==> src/rtl/gpu_wb_sequencer_if.sv <==
// Request/response and Wishbone master bundle for gpu_wb_sequencer.
// master: the sequencer side; slave: requester plus Wishbone slave side.
interface gpu_wb_sequencer_if;
  logic        req_valid_i;
  logic        req_ready_o;
  logic        req_we_i;
  logic [29:0] req_adr_i;
  logic [31:0] req_dat_i;
  logic        rsp_valid_o;
  logic        rsp_ready_i;
  logic [31:0] rsp_dat_o;
  logic        rsp_err_o;
  logic        wbm_cyc_o;
  logic        wbm_stb_o;
  logic        wbm_we_o;
  logic [3:0]  wbm_sel_o;
  logic [29:0] wbm_adr_o;
  logic [31:0] wbm_dat_o;
  logic        wbm_ack_i;
  logic [31:0] wbm_dat_i;
  logic        busy_o;
  logic        err_o;
  logic        err_clr_i;

  modport master (
    input  req_valid_i, req_we_i, req_adr_i, req_dat_i,
    input  rsp_ready_i, wbm_ack_i, wbm_dat_i, err_clr_i,
    output req_ready_o, rsp_valid_o, rsp_dat_o, rsp_err_o,
    output wbm_cyc_o, wbm_stb_o, wbm_we_o, wbm_sel_o,
    output wbm_adr_o, wbm_dat_o, busy_o, err_o
  );

  modport slave (
    output req_valid_i, req_we_i, req_adr_i, req_dat_i,
    output rsp_ready_i, wbm_ack_i, wbm_dat_i, err_clr_i,
    input  req_ready_o, rsp_valid_o, rsp_dat_o, rsp_err_o,
    input  wbm_cyc_o, wbm_stb_o, wbm_we_o, wbm_sel_o,
    input  wbm_adr_o, wbm_dat_o, busy_o, err_o
  );
endinterface

==> src/rtl/gpu_wb_sequencer.sv <==
// Queues GPU register requests and issues them one at a time as Wishbone
// single transfers; reads return a response, writes do not.
// Ports: wb_clk_i, wb_rst_i (async, active high), bus (gpu_wb_sequencer_if
// master: request, response, Wishbone master, busy/err status).
// Macro GPU_SEQ_TIMEOUT_EN enables the ack watchdog (TIMEOUT cycles).
module gpu_wb_sequencer #(
  parameter int DEPTH   = 4,
  parameter int TIMEOUT = 255
) (
  input  logic               wb_clk_i,
  input  logic               wb_rst_i,
  gpu_wb_sequencer_if.master bus
);
  localparam int AW = $clog2(DEPTH);
  localparam logic [AW:0] FULL = (AW+1)'(DEPTH);

  typedef struct packed {
    logic        we;
    logic [29:0] adr;
    logic [31:0] dat;
  } ent_t;

  typedef enum logic [1:0] {IDLE, BUS, RESP} state_t;

  ent_t          mem [DEPTH];
  ent_t          head;
  logic [AW-1:0] wp, rp;
  logic [AW:0]   cnt;
  logic          push, pop, tmo;

  state_t      st, st_n;
  logic        cyc, cyc_n, we, we_n;
  logic [3:0]  sel, sel_n;
  logic [29:0] adr, adr_n;
  logic [31:0] dat, dat_n;
  logic        rv, rv_n, re, re_n;
  logic [31:0] rd, rd_n;
  logic        err, err_n;

  // Ready depends only on the registered count, so a pop in the
  // same cycle never lets a push into a full FIFO.
  assign bus.req_ready_o = ~wb_rst_i & (cnt != FULL);
  assign push = bus.req_valid_i & bus.req_ready_o;
  assign pop  = (st == IDLE) & (cnt != '0);
  assign head = mem[rp];

  always_ff @(posedge wb_clk_i or posedge wb_rst_i) begin
    if (wb_rst_i) begin
      wp  <= '0;
      rp  <= '0;
      cnt <= '0;
    end else begin
      if (push) wp <= wp + AW'(1);
      if (pop)  rp <= rp + AW'(1);
      cnt <= cnt + (AW+1)'(push) - (AW+1)'(pop);
    end
  end

  always_ff @(posedge wb_clk_i) begin
    if (push)
      mem[wp] <= '{bus.req_we_i, bus.req_adr_i, bus.req_dat_i};
  end

`ifdef GPU_SEQ_TIMEOUT_EN
  logic [7:0] tcnt;

  always_ff @(posedge wb_clk_i or posedge wb_rst_i) begin
    if (wb_rst_i)       tcnt <= '0;
    else if (st == BUS) tcnt <= tcnt + 8'd1;
    else                tcnt <= '0;
  end

  // Fires on the last of TIMEOUT ack-less BUS cycles.
  assign tmo = (st == BUS) & ~bus.wbm_ack_i
             & (tcnt == 8'(TIMEOUT - 1));
`else
  assign tmo = 1'b0;
`endif

  always_ff @(posedge wb_clk_i or posedge wb_rst_i) begin
    if (wb_rst_i) begin
      st  <= IDLE;
      cyc <= 1'b0;
      we  <= 1'b0;
      sel <= '0;
      adr <= '0;
      dat <= '0;
      rv  <= 1'b0;
      re  <= 1'b0;
      rd  <= '0;
      err <= 1'b0;
    end else begin
      st  <= st_n;
      cyc <= cyc_n;
      we  <= we_n;
      sel <= sel_n;
      adr <= adr_n;
      dat <= dat_n;
      rv  <= rv_n;
      re  <= re_n;
      rd  <= rd_n;
      err <= err_n;
    end
  end

  always_comb begin
    st_n  = st;
    cyc_n = cyc;
    we_n  = we;
    sel_n = sel;
    adr_n = adr;
    dat_n = dat;
    rv_n  = rv;
    re_n  = re;
    rd_n  = rd;
    // A new timeout outranks a clear in the same cycle.
    err_n = (err & ~bus.err_clr_i) | tmo;
    unique case (st)
      IDLE: begin
        if (pop) begin
          st_n  = BUS;
          cyc_n = 1'b1;
          we_n  = head.we;
          sel_n = 4'hf;
          adr_n = head.adr;
          dat_n = head.dat;
        end
      end
      BUS: begin
        if (bus.wbm_ack_i || tmo) begin
          cyc_n = 1'b0;
          we_n  = 1'b0;
          sel_n = '0;
          if (we) begin
            st_n = IDLE;
          end else begin
            st_n = RESP;
            rv_n = 1'b1;
            re_n = tmo;
            rd_n = tmo ? 32'h0 : bus.wbm_dat_i;
          end
        end
      end
      RESP: begin
        if (bus.rsp_ready_i) begin
          rv_n = 1'b0;
          st_n = IDLE;
        end
      end
      default: st_n = IDLE;
    endcase
  end

  assign bus.wbm_cyc_o   = cyc;
  assign bus.wbm_stb_o   = cyc;
  assign bus.wbm_we_o    = we;
  assign bus.wbm_sel_o   = sel;
  assign bus.wbm_adr_o   = adr;
  assign bus.wbm_dat_o   = dat;
  assign bus.rsp_valid_o = rv;
  assign bus.rsp_dat_o   = rd;
  assign bus.rsp_err_o   = re;
  assign bus.err_o       = err;
  assign bus.busy_o      = (cnt != '0) | (st != IDLE);
endmodule
==> src/flat_wrapper.sv <==
// flat-port wrapper written by rule: the top's interface ports become plain ports
module gpu_wb_sequencer_flat 
#(
  parameter int DEPTH   = 4,
  parameter int TIMEOUT = 255
)
  (wb_clk_i, wb_rst_i, bus_req_valid_i, bus_req_we_i, bus_req_adr_i, bus_req_dat_i, bus_rsp_ready_i, bus_wbm_ack_i, bus_wbm_dat_i, bus_err_clr_i, bus_req_ready_o, bus_rsp_valid_o, bus_rsp_dat_o, bus_rsp_err_o, bus_wbm_cyc_o, bus_wbm_stb_o, bus_wbm_we_o, bus_wbm_sel_o, bus_wbm_adr_o, bus_wbm_dat_o, bus_busy_o, bus_err_o);
  gpu_wb_sequencer_if bus_i ();
  input  logic wb_clk_i;
  input  logic wb_rst_i;
  input wire logic [$bits(bus_i.req_valid_i)-1:0] bus_req_valid_i;
  input wire logic [$bits(bus_i.req_we_i)-1:0] bus_req_we_i;
  input wire logic [$bits(bus_i.req_adr_i)-1:0] bus_req_adr_i;
  input wire logic [$bits(bus_i.req_dat_i)-1:0] bus_req_dat_i;
  input wire logic [$bits(bus_i.rsp_ready_i)-1:0] bus_rsp_ready_i;
  input wire logic [$bits(bus_i.wbm_ack_i)-1:0] bus_wbm_ack_i;
  input wire logic [$bits(bus_i.wbm_dat_i)-1:0] bus_wbm_dat_i;
  input wire logic [$bits(bus_i.err_clr_i)-1:0] bus_err_clr_i;
  output wire logic [$bits(bus_i.req_ready_o)-1:0] bus_req_ready_o;
  output wire logic [$bits(bus_i.rsp_valid_o)-1:0] bus_rsp_valid_o;
  output wire logic [$bits(bus_i.rsp_dat_o)-1:0] bus_rsp_dat_o;
  output wire logic [$bits(bus_i.rsp_err_o)-1:0] bus_rsp_err_o;
  output wire logic [$bits(bus_i.wbm_cyc_o)-1:0] bus_wbm_cyc_o;
  output wire logic [$bits(bus_i.wbm_stb_o)-1:0] bus_wbm_stb_o;
  output wire logic [$bits(bus_i.wbm_we_o)-1:0] bus_wbm_we_o;
  output wire logic [$bits(bus_i.wbm_sel_o)-1:0] bus_wbm_sel_o;
  output wire logic [$bits(bus_i.wbm_adr_o)-1:0] bus_wbm_adr_o;
  output wire logic [$bits(bus_i.wbm_dat_o)-1:0] bus_wbm_dat_o;
  output wire logic [$bits(bus_i.busy_o)-1:0] bus_busy_o;
  output wire logic [$bits(bus_i.err_o)-1:0] bus_err_o;
  assign bus_i.req_valid_i = bus_req_valid_i;
  assign bus_i.req_we_i = bus_req_we_i;
  assign bus_i.req_adr_i = bus_req_adr_i;
  assign bus_i.req_dat_i = bus_req_dat_i;
  assign bus_i.rsp_ready_i = bus_rsp_ready_i;
  assign bus_i.wbm_ack_i = bus_wbm_ack_i;
  assign bus_i.wbm_dat_i = bus_wbm_dat_i;
  assign bus_i.err_clr_i = bus_err_clr_i;
  assign bus_req_ready_o = bus_i.req_ready_o;
  assign bus_rsp_valid_o = bus_i.rsp_valid_o;
  assign bus_rsp_dat_o = bus_i.rsp_dat_o;
  assign bus_rsp_err_o = bus_i.rsp_err_o;
  assign bus_wbm_cyc_o = bus_i.wbm_cyc_o;
  assign bus_wbm_stb_o = bus_i.wbm_stb_o;
  assign bus_wbm_we_o = bus_i.wbm_we_o;
  assign bus_wbm_sel_o = bus_i.wbm_sel_o;
  assign bus_wbm_adr_o = bus_i.wbm_adr_o;
  assign bus_wbm_dat_o = bus_i.wbm_dat_o;
  assign bus_busy_o = bus_i.busy_o;
  assign bus_err_o = bus_i.err_o;
  gpu_wb_sequencer #(.DEPTH(DEPTH), .TIMEOUT(TIMEOUT)) u_core (.wb_clk_i(wb_clk_i), .wb_rst_i(wb_rst_i), .bus(bus_i));
endmodule
==> config.mk <==
export PLATFORM = sky130hd
export DESIGN_NAME = gpu_wb_sequencer_flat
export DESIGN_NICKNAME = d
export VERILOG_FILES = /design/src/rtl/gpu_wb_sequencer_if.sv /design/src/rtl/gpu_wb_sequencer.sv /design/src/flat_wrapper.sv
export SDC_FILE = /design/constraint.sdc
export NUM_CORES = 1
export LEC_CHECK = 0
export BUFFER_PORTS_ARGS = -buffer_cell sky130_fd_sc_hd__buf_2
export CAP_MARGIN = 20
export CORE_ASPECT_RATIO = 0.75
export CORE_UTILIZATION = 30
export DETAILED_ROUTE_END_ITERATION = 6
export GPL_TIMING_DRIVEN = 0
export SYNTH_ARGS = -nofsm -noshare
export SYNTH_HDL_FRONTEND = slang
export SYNTH_SLANG_ARGS = --single-unit
==> constraint.sdc <==
create_clock -name wb_clk_i -period 4.4 [get_ports wb_clk_i]
set_input_delay 0.44 -clock wb_clk_i [delete_from_list [all_inputs] [get_ports wb_clk_i]]
set_output_delay 0.44 -clock wb_clk_i [all_outputs]
set_load 0.05 [all_outputs]
==> results of run 1 <==
[synth_stat cells]
cell	count	area, um^2
a21o_1	1	7.510
inv_1	10	37.54
buf_8	2	30.03
nand3_1	1	5.000
fa_1	1	20.02
xnor2_1	4	35.03
nor2_2	1	6.260
a21oi_1	1	5.000
buf_1	4	15.01
o21ai_0	1	5.000
dfrtp_1	107	2678
nor2b_1	2	12.51
clkbuf_1	2	7.510
ha_1	6	75.07
or3_4	1	11.26
nand2_2	1	6.260
nand3b_1	1	7.510
a31o_2	1	8.760
mux4_2	63	1419
edfxtp_1	252	7567
buf_2	8	40.04
xor2_1	1	8.760
nand2_1	2	7.510
mux2_4	13	195.2
nand2b_1	2	12.51
conb_1	1	3.750
buf_6	8	90.09
a211oi_2	1	12.51
a2bb2oi_1	1	8.760
and2_1	4	25.02
and3_1	1	6.260
mux2_2	82	923.4
nor2_1	2	7.510
buf_4	6	45.04
[critical path, cell delays in order (launching register included)]
cell     delay (ns)
dfrtp_1        0.41
or3_4          0.44
nand2_2        0.18
buf_6          0.22
buf_6          0.19
inv_1          0.06
ha_1           0.27
inv_1          0.04
ha_1           0.20
fa_1           0.41
xnor2_1        0.14
[registers in the layout, indices dropped and copies added (netlist names), 2 cells and up]
name / cells
u_core.bus.wbm_adr_o: 30
u_core.st: 2
u_core.wp: 2
u_core.mem: 252
u_core.bus.wbm_dat_o: 32
u_core.cnt: 3
u_core.rp: 2
u_core.bus.rsp_dat_o: 32
[power groups by stage]
stage | Sequential, W | Combinational (W) | Clock [W]
floorplan | 0.00639 | 0.00234 | 0
global placement | 0.00482 | 0.00519 | 0
detailed placement | 0.00482 | 0.00526 | 0
CTS | 0.00476 | 0.00527 | 0.00340
global route | 0.00484 | 0.00548 | 0.00351
finish | 0.00475 | 0.00514 | 0.00328
[final cells by class]
type                    count  share of cell area [%]
plain buffers              30                   1.378
diodes                      1                 0.01514
multi-input cells         195                   17.21
clock inverters            16                  0.9917
inverters                  10                  0.2574
repair buffers            211                   6.919
flip-flops and latches    359                   61.98
clock buffers              54                   6.866
well taps                 578                   4.375
[path summary, 6_finish.rpt]
| path | from | end | slack (ns) | cells after the start |
|---|---|---|---|---|
| setup reg to reg | u_core.cnt[1]$_DFF_PP0_ | u_core.cnt[2]$_DFF_PP0_ | 1.71 | 10 |
| hold / removal | bus_err_clr_i | u_core.bus.err_o$_DFF_PP0_ | 0.07 | 2 |
| min in group asynchronous | wb_rst_i | u_core.bus.rsp_dat_o[5]$_DFFE_PP0P_ | 0.56 | 3 |
| setup / recovery | u_core.cnt[1]$_DFF_PP0_ | u_core.cnt[2]$_DFF_PP0_ | 1.71 | 10 |
| hold reg to reg | u_core.bus.err_o$_DFF_PP0_ | u_core.bus.err_o$_DFF_PP0_ | 0.50 | 1 |
| max in group asynchronous | wb_rst_i | u_core.bus.wbm_dat_o[2]$_DFFE_PP0P_ | 3.11 | 4 |
[layout by cell type, fill, tap and decap left out, types with 5 or more instances in the layout]
| cell type | Yosys | final |
|---|---|---|
| buf_2 | 8 | 213 |
| mux2_4 | 13 | 13 |
| inv_1 | 10 | 9 |
| buf_4 | 6 | 6 |
| clkinv_2 | 0 | 5 |
| mux4_2 | 63 | 63 |
| edfxtp_1 | 252 | 252 |
| clkbuf_16 | 0 | 41 |
| dfrtp_1 | 107 | 107 |
| ha_1 | 6 | 6 |
| clkbuf_1 | 2 | 9 |
| clkbuf_8 | 0 | 6 |
| buf_6 | 8 | 8 |
| mux2_2 | 82 | 82 |
[metrics by stage]
step	hold WS (ns)	setup slack, ns	util (%)	setup TNS [ns]	total power [W]
2_1_floorplan	0.5056	1.143	-	0	0.008729
3_3_place_gp	0.4818	-1.068	34.62	-141.26	0.01001
3_5_place_dp	0.4883	1.612	34.90	0	0.01008
4_1_cts	0.02839	1.605	37.90	0	0.01343
5_1_grt	0.04087	1.542	37.90	0	0.01382
6_report	0.06861	1.712	37.91	0	0.01317
[cell families after synthesis]
| logic type | count (synthesis) | share of synthesized area [%] |
|---|---|---|
| AOI/OAI and AO/OA | 6 | 0.3562 |
| xor gates and xnor gates | 5 | 0.3281 |
| adders and majority gates | 7 | 0.7125 |
| buffers and inverters | 40 | 1.988 |
| DFF | 359 | 76.77 |
| muxes | 158 | 19.01 |
| other | 1 | 0.02810 |
| and+or+nand+nor | 18 | 0.8064 |
[layer usage]
metal / track usage [%] / up-vias
met2: 19.99 / 228
li1: - / 2868
met1: 15.83 / 3258
met4: 3.677 / 6
met3: 4.179 / 51
met5: 0 / -
==> flow_summary.ini, run 1 <==
[run_status]
status = finished clean

[placement]
dp.cells = 1382
dp_hpwl_um = 17870
placed_area_um2 = 15220
portBuffers = 205
place.gp.congestion = 0.7165

[cells_and_area]
multi_input_area_um2 = 2845
final_nets = 953
syn2layout_area_growth_pct = 23.85
final_area_um2 = 16530
seq_area_um2 = 10240
drive_gt1_share_pct = 52.80
final_cell_count_no_fill = 1454
nFillCells = 4019

[pwr]
p_leak_nw = 6.204
seqPwrFrac_pct = 36.0
p_sw_w = 0.004852
clkPwrFrac_pct = 24.9
cellPowerDensity_nw_per_um2 = 796.6
combinationalPowerShare_pct = 39.0
ir_drop_mv = 0.5339
switching_share_pct = 36.85
p_int_w = 0.008315

[drt]
dr_wl_met2_um = 12980
drc = 0
first_iter_violations = 292
met3_wirelength_um = 2236
num_vias = 6411
antenna_left = 0
wl_um = 28270
drtPass1Iterations = 4
wl_met1_um = 12360
highest_layer = met5
viasPerCell = 4.409
wl_per_cell_um = 19.44

[sta]
setup_viol = 0
fin_crit_ns = 2.688
period_share_pct = 61.10
fmax_mhz = 372.0
slew_viol_final = 0
hold_viol = 0
slew_headroom_pct = 47.89
rsz0062_at_grt = no
clock_skew_ns = 0.01270
worstMarginPinSlew_ns = 0.7816

[die]
die_area_um2 = 45340
fp.dieW_um = 245.5
start_util_pct = 30.61
coreArea_um2 = 43600
dieHeight_um = 184.7
io_pins = 207
rows = 66

[critical_path]
path_max_fanout = 10
crit_path_start_kind = flip-flop
critPathRequiredTime_ns = 4.80
critPathCaptureType = flip-flop
crit_type = reg2reg
cp.arrival_ns = 3.09

[clocking]
clockBufferDepth = 3
clock_latency_ns = 0.52
post-cts-setup-buffers = 0
cts_resized = 0
cts_tree = done
clock_sinks = 359
cts-htree-levels = 2
clkSlewWorstSetupHoldPaths_ns = 0.06
cts_buffers = 38
postCtsHoldBufs = 1
cts_root_buf = clkbuf_16

[global_route]
grt_usage_pct = 12.41
overflow = 0
antenna_found_initial = 5
grt_max_degree = 56
grt_pass1_wl_um = 41530
grt_pass1_vias = 6720

[yosys]
ys_ff_latch = 359
synth_cell_types = 34
netlist_instances = 594
ys_seq_area_share_pct = 76.77
avgSynthCellArea_um2 = 22.47
syn-num-nets = 702
netlist_area_um2 = 13350
synth_warnings = 0

[run]
max_cap_violations = 0

[min_path]
hp-class = in2reg
No activity file was read; power rests on OpenSTA's default activity.
==> inputs of run 2 (changes only) <==
clock period = 2.8 ns   (was 4.4 ns; I/O delays follow)
==> run 2 against run 1 <==
Critical path depth stayed put. Hold slack got worse by 0.022 ns. Clock power is 65% higher. Sequential power up 57%. First-iteration DRC count increased by 17%. Total power up 60%. Clock skew rose by 0.0063 ns. Highest routed layer is now met4.
==> flow_summary.ini, run 2 (same netlist as run 1, synthesis figures left out) <==
[sta]
period_share_pct = 93.22
clock_skew_ns = 0.01899
fin_crit_ns = 2.610
setup_viol = 0
fmax_mhz = 383.1
slew_viol_final = 0
hold_ws_ns = 0.04694
worstMarginPinSlew_ns = 0.7550
rsz0062_at_grt = no
slew_headroom_pct = 49.67
hold_viol = 0

[die]
io_pins = 207
dieHeight_um = 184.7
rows = 66
fp.dieW_um = 245.5
die_area_um2 = 45340
start_util_pct = 30.61
coreArea_um2 = 43600

[cells_and_area]
largest_reg_flops = 252
mostFrequentLayoutCells = 252 x edfxtp_1, 213 x buf_2, 107 x dfrtp_1, 98 x dlygate4sd3_1, 82 x mux2_2
nFillCells = 3906
syn2layout_area_growth_pct = 32.02
post-route-util_pct = 40.41
final_common_cell = edfxtp_1
final_cell_count_no_fill = 1553
top_register = u_core.mem
final_nets = 1052
final_area_um2 = 17620
drive_gt1_share_pct = 47.23

[clocking]
cts_buffers = 38
cts_root_buf = clkbuf_16
clock_latency_ns = 0.54
clkSlewWorstSetupHoldPaths_ns = 0.07
cts_tree = done
clockBufferDepth = 3
cts-htree-levels = 2
clock_sinks = 359
post-cts-setup-buffers = 0

[drt]
drc = 0
antenna_left = 0
wl_per_cell_um = 18.93
drtPass1Iterations = 4
first_iter_violations = 342
num_vias = 6782
viasPerCell = 4.367
wl_um = 29390

[critical_path]
crit_path_start_kind = flip-flop
path_max_fanout = 10
critPathRequiredTime_ns = 3.22
crit_type = reg2reg
critPathCaptureType = flip-flop
cp.arrival_ns = 3.03

[placement]
portBuffers = 205
placed_area_um2 = 15280
place.gp.congestion = 0.6972
dp.cells = 1384
dp_hpwl_um = 18310

[run_status]
status = finished clean

[global_route]
grt_pass1_vias = 7300
overflow = 0
grt_max_degree = 38
grt_usage_pct = 12.93
antenna_found_initial = 1
grt_pass1_wl_um = 43660

[pwr]
cellPowerDensity_nw_per_um2 = 1198
p_leak_nw = 6.648
ir_drop_mv = 0.8252

[run]
max_cap_violations = 0

[min_path]
hp-class = in2reg
-- run 2: changes by cell type in the layout (fill, tap and decap cells not counted), moves of 3 or more --
cell,before,now
dlygate4sd3_1,1,98
clkbuf_8,6,1
bufinv_16,3,8
clkbuf_1,9,12
buf_16,1,4
-- run 2: routing by layer --
metal / up-vias / wire length, um / track usage, %
met1: 3466 / 13050 / 16.68
met5: - / 0 / 0
met4: 0 / 622 / 3.578
li1: 3061 / - / -
met3: 50 / 1667 / 2.985
met2: 205 / 14060 / 21.80
-- run 2: critical path, cell delays in order (launching register included) --
cell,delay [ns]
dfrtp_1,0.42
or3_4,0.45
nand2_4,0.13
buf_8,0.19
buf_6,0.18
inv_1,0.06
ha_1,0.27
inv_1,0.04
ha_1,0.20
fa_1,0.41
xnor2_1,0.14
-- run 2: power by group --
group	switching (W)	total, W	leakage (nW)	internal (W)
clock network	0.00208	0.00542	0.652	0.00334
logic	0.00510	0.00821	2.45	0.00312
registers	0.000518	0.00747	3.54	0.00695
total	0.00769	0.0211	6.65	0.0134
-- run 2: through the flow --
stage	total power, W	setup TNS, ns	worst slack [ns]
floorplan	0.01370	0	0.4636
global placement	0.01569	-79.24	-0.3383
detailed placement	0.01585	0	0.03610
CTS	0.02146	0	0.007798
global route	0.02213	0	0.05809
finish	0.02110	0	0.1897
-- run 2: worst paths after layout --
kind / startpoint / endpoint / slack (ns) / cells past startpoint
worst max-delay path: u_core.cnt[1]$_DFF_PP0_ / u_core.cnt[2]$_DFF_PP0_ / 0.19 / 10
worst min-delay path: bus_wbm_dat_i[30] / u_core.bus.rsp_dat_o[30]$_DFFE_PP0P_ / 0.05 / 2
worst max register to register: u_core.cnt[1]$_DFF_PP0_ / u_core.cnt[2]$_DFF_PP0_ / 0.19 / 10
worst min register to register: u_core.bus.wbm_dat_o[26]$_DFFE_PP0P_ / u_core.bus.wbm_dat_o[26]$_DFFE_PP0P_ / 0.50 / 1
max in group asynchronous: wb_rst_i / u_core.bus.wbm_dat_o[9]$_DFFE_PP0P_ / 1.50 / 5
min in group asynchronous: wb_rst_i / u_core.cnt[2]$_DFF_PP0_ / 0.43 / 3
-- run 2: timing repair --
| action | CTS | global route |
|---|---|---|
| hold endpoints to repair | 307 | 1 |
| hold buffers | 97 | 1 |
| resized for setup | 0 | 2 |
| setup endpoints to repair | 0 | 1 |
-- run 2: layout make-up --
| class | instances | area, um^2 | share of cell area [%] |
|---|---|---|---|
| clock inverters | 20 | 320.3 | 1.818 |
| repair buffers | 310 | 2177 | 12.36 |
| inverters | 10 | 41.29 | 0.2344 |
| flip-flops and latches | 359 | 10240 | 58.15 |
| multi-input cells | 195 | 2850 | 16.18 |
| diodes | 1 | 2.502 | 0.01420 |
| plain buffers | 30 | 231.5 | 1.314 |
| clock buffers | 50 | 1027 | 5.831 |
| well taps | 578 | 723.2 | 4.105 |
==> inputs of run 3 (changes only) <==
ABC_AREA = 1   (was unset)
CAP_MARGIN = 40   (was 20)
GPL_ROUTABILITY_DRIVEN = 0   (was unset)
==> run 3 against run 2 <==
Via count is 58% higher. Clock-buffer cell count grew 9. Register-to-register slack gained 0.14 ns. Combinational power is 12% higher. Core utilization shrank 0.77 points. Hold slack better by 0.39 ns. Sequential power is 0.9% lower. Die area up 11%. Sequential share of layout area is 5.2 points lower. Global-route usage rose by 2.5 points. Clock skew shrank 0.0026 ns. Critical path type is now in2reg. Largest cell class unchanged.
==> flow_summary.ini, run 3 <==
[global_route]
grt_pass1_wl_um = 59800
antenna_found_initial = 3
overflow = 0
grt_max_degree = 36
grt_pass1_vias = 10780
grt_usage_pct = 15.41

[yosys]
synth-edff-count = 252
synthArstFlopShare_pct = 29.81
syn-num-nets = 1574
ys_ff_latch = 359
avgSynthCellArea_um2 = 10.12
synth_warnings = 0
synth_common_cells = 579 x nand2_1, 266 x inv_1, 252 x edfxtp_1, 162 x nand3_1, 107 x dfrtp_1
netlist_instances = 1466
synth.most_common_cell = nand2_1
synth_cell_types = 26
ys_seq_area_share_pct = 69.05
synthTopCellsByArea = edfxtp_1 51%, dfrtp_1 18%, nand2_1 15%
synth_ff_type = edfxtp_1
synth_top_area_share_pct = 51.00
yosys.area.top_type = edfxtp_1
netlist_area_um2 = 14840

[drt]
antenna_left = 0
first_iter_violations = 598
num_vias = 10730
wl_per_cell_um = 15.19
viasPerCell = 4.276
drtPass1Iterations = 5
wl_um = 38120
drc = 0

[cells_and_area]
final_nets = 1936
top_register = u_core.mem
largest_reg_flops = 252
mostFrequentLayoutCells = 579 x nand2_1, 265 x inv_1, 252 x edfxtp_1, 244 x buf_2, 162 x nand3_1
final_cell_count_no_fill = 2509
syn2layout_area_growth_pct = 30.33
drive_gt1_share_pct = 18.40
seq_area_um2 = 10240
multi_input_area_um2 = 3257
final_common_cell = nand2_1
nFillCells = 4712

[clocking]
cts_resized = 0
clock_latency_ns = 0.55
cts_root_buf = clkbuf_16
cts_buffers = 39
clkSlewWorstSetupHoldPaths_ns = 0.06
cts_tree = done
clock_sinks = 359
clockBufferDepth = 3
cts-htree-levels = 2

[run_status]
status = finished clean

[sta]
period_share_pct = 88.47
hold_viol = 0
worst_slack_ns = 0.3228
fmax_mhz = 403.7
setup_viol = 0
clock_skew_ns = 0.01635
fin_crit_ns = 2.477
slew_headroom_pct = 50.57
worstMarginPinSlew_ns = 0.7397
rsz0062_at_grt = no
slew_viol_final = 0

[placement]
portBuffers = 205
dp_hpwl_um = 25080
dp.cells = 2334
place_ws_ns = -0.2620

[die]
rows = 70
dieHeight_um = 194.6
start_util_pct = 30.41
io_pins = 207
coreArea_um2 = 48780
fp.dieW_um = 258.8
die_area_um2 = 50360

[critical_path]
crit_chain = dlygate4sd3_1 -> buf_2 -> clkinvlp_4 -> nand3_1 -> nor2_4 -> buf_16 -> buf_16
slowest_stage = nor2_4
path_max_fanout = 16
path_delay_family = buffers and inverters
max_stage_delay_ns = 0.72
critPathRequiredTime_ns = 3.05
critPathCaptureType = flip-flop
crit_buf_inv = 5
crit_path_start_kind = primary input
cp.arrival_ns = 2.73
crit_type = in2reg
crit_path_frequent_cell = buf_16

[run]
max_cap_violations = 0

[pwr]
p_leak_nw = 9.297
cellPowerDensity_nw_per_um2 = 1113
ir_drop_mv = 0.6214

[min_path]
hp-class = in2reg
run 3: cell types whose count changed in the layout (fill, tap and decap cells not counted), moves of 6 or more:
| cell | previous run | this run |
|---|---|---|
| buf_16 | 4 | 10 |
| buf_2 | 213 | 244 |
| bufinv_16 | 8 | 0 |
| clkbuf_1 | 12 | 26 |
| clkbuf_8 | 1 | 7 |
| inv_1 | 9 | 265 |
| mux2_2 | 82 | 0 |
| mux2_4 | 13 | 0 |
| mux4_2 | 63 | 0 |
| nand2_1 | 2 | 579 |
| nand3_1 | 1 | 162 |
run 3: final cells by class:
| cell class | count | share of cell area (%) |
|---|---|---|
| diodes | 2 | 0.02588 |
| plain buffers | 68 | 1.864 |
| clock buffers | 59 | 5.908 |
| clock inverters | 13 | 0.4141 |
| inverters | 269 | 5.241 |
| multi-input cells | 770 | 16.84 |
| flip-flops and latches | 359 | 52.98 |
| well taps | 648 | 4.193 |
| repair buffers | 321 | 12.53 |
run 3: metrics by stage:
step           total power [W]  util (%)  cell area, um^2  hold WS [ns]  setup TNS, ns
5_1_grt                0.02297     39.63            19330        0.4182              0
6_report               0.02153     39.64            19340        0.4345              0
2_1_floorplan          0.01382         -            14880        0.3464        -198.80
3_5_place_dp           0.01666     35.03            17090        0.4414         -14.40
3_3_place_gp           0.01638     34.26            16710        0.4334        -673.52
4_1_cts                0.02182     39.63            19330        0.3762              0
run 3: logic make-up (layout without fill, tap and decap cells):
logic type | Yosys count | in the layout | share of synthesized area (%)
AO/OA/AOI/OAI | 5 | 5 | 0.2783
XOR/XNOR | 4 | 4 | 0.2362
adder cells (fa/ha/maj) | 7 | 7 | 0.6409
buffers and inverters | 337 | 730 | 9.234
flip-flops | 359 | 359 | 69.05
other | 1 | 3 | 0.02528
AND/OR/NAND/NOR | 753 | 753 | 20.53
run 3: path summary, 6_finish.rpt:
| path | from | to | slack, ns | depth (start not counted) |
|---|---|---|---|---|
| setup / recovery | wb_rst_i | u_core.mem[3][60]$_DFFE_PP_ | 0.32 | 7 |
| setup reg to reg | u_core.st[0]$_DFFE_PP0P_ | u_core.cnt[1]$_DFF_PP0_ | 0.33 | 8 |
| hold reg to reg | u_core.bus.rsp_dat_o[5]$_DFFE_PP0P_ | u_core.bus.rsp_dat_o[5]$_DFFE_PP0P_ | 0.46 | 2 |
| max in group asynchronous | wb_rst_i | u_core.bus.wbm_adr_o[23]$_DFFE_PP0P_ | 1.89 | 5 |
| min in group asynchronous | wb_rst_i | u_core.bus.wbm_adr_o[29]$_DFFE_PP0P_ | 0.47 | 4 |
| hold / removal | bus_err_clr_i | u_core.bus.err_o$_DFF_PP0_ | 0.43 | 3 |
run 3: worst register-to-register path, delay by kind of cell (launching register included):
kind,cells,cell delay (ns)
compound gates,1,0.46
flops,1,0.40
fa+ha+maj,3,0.88
simple gates,1,0.11
buf+inv,3,0.52
run 3: layer usage:
| metal | GRT usage (%) | wire length, um |
|---|---|---|
| met2 | 25.31 | 17860 |
| met4 | 5.325 | 953 |
| met3 | 2.804 | 1906 |
| met5 | 0 | 13 |
| met1 | 20.42 | 17380 |
run 3: power by group:
group | internal (W) | switching (W)
Clock | 0.00283 | 0.00211
Sequential | 0.00688 | 0.000515
Combinational | 0.00240 | 0.00679
run 3: timing repair:
| action | in CTS | in global routing |
|---|---|---|
| setup buffers | 0 | 0 |
| hold buffers | 101 | 0 |
| endpoints found under the hold margin | 319 | 0 |
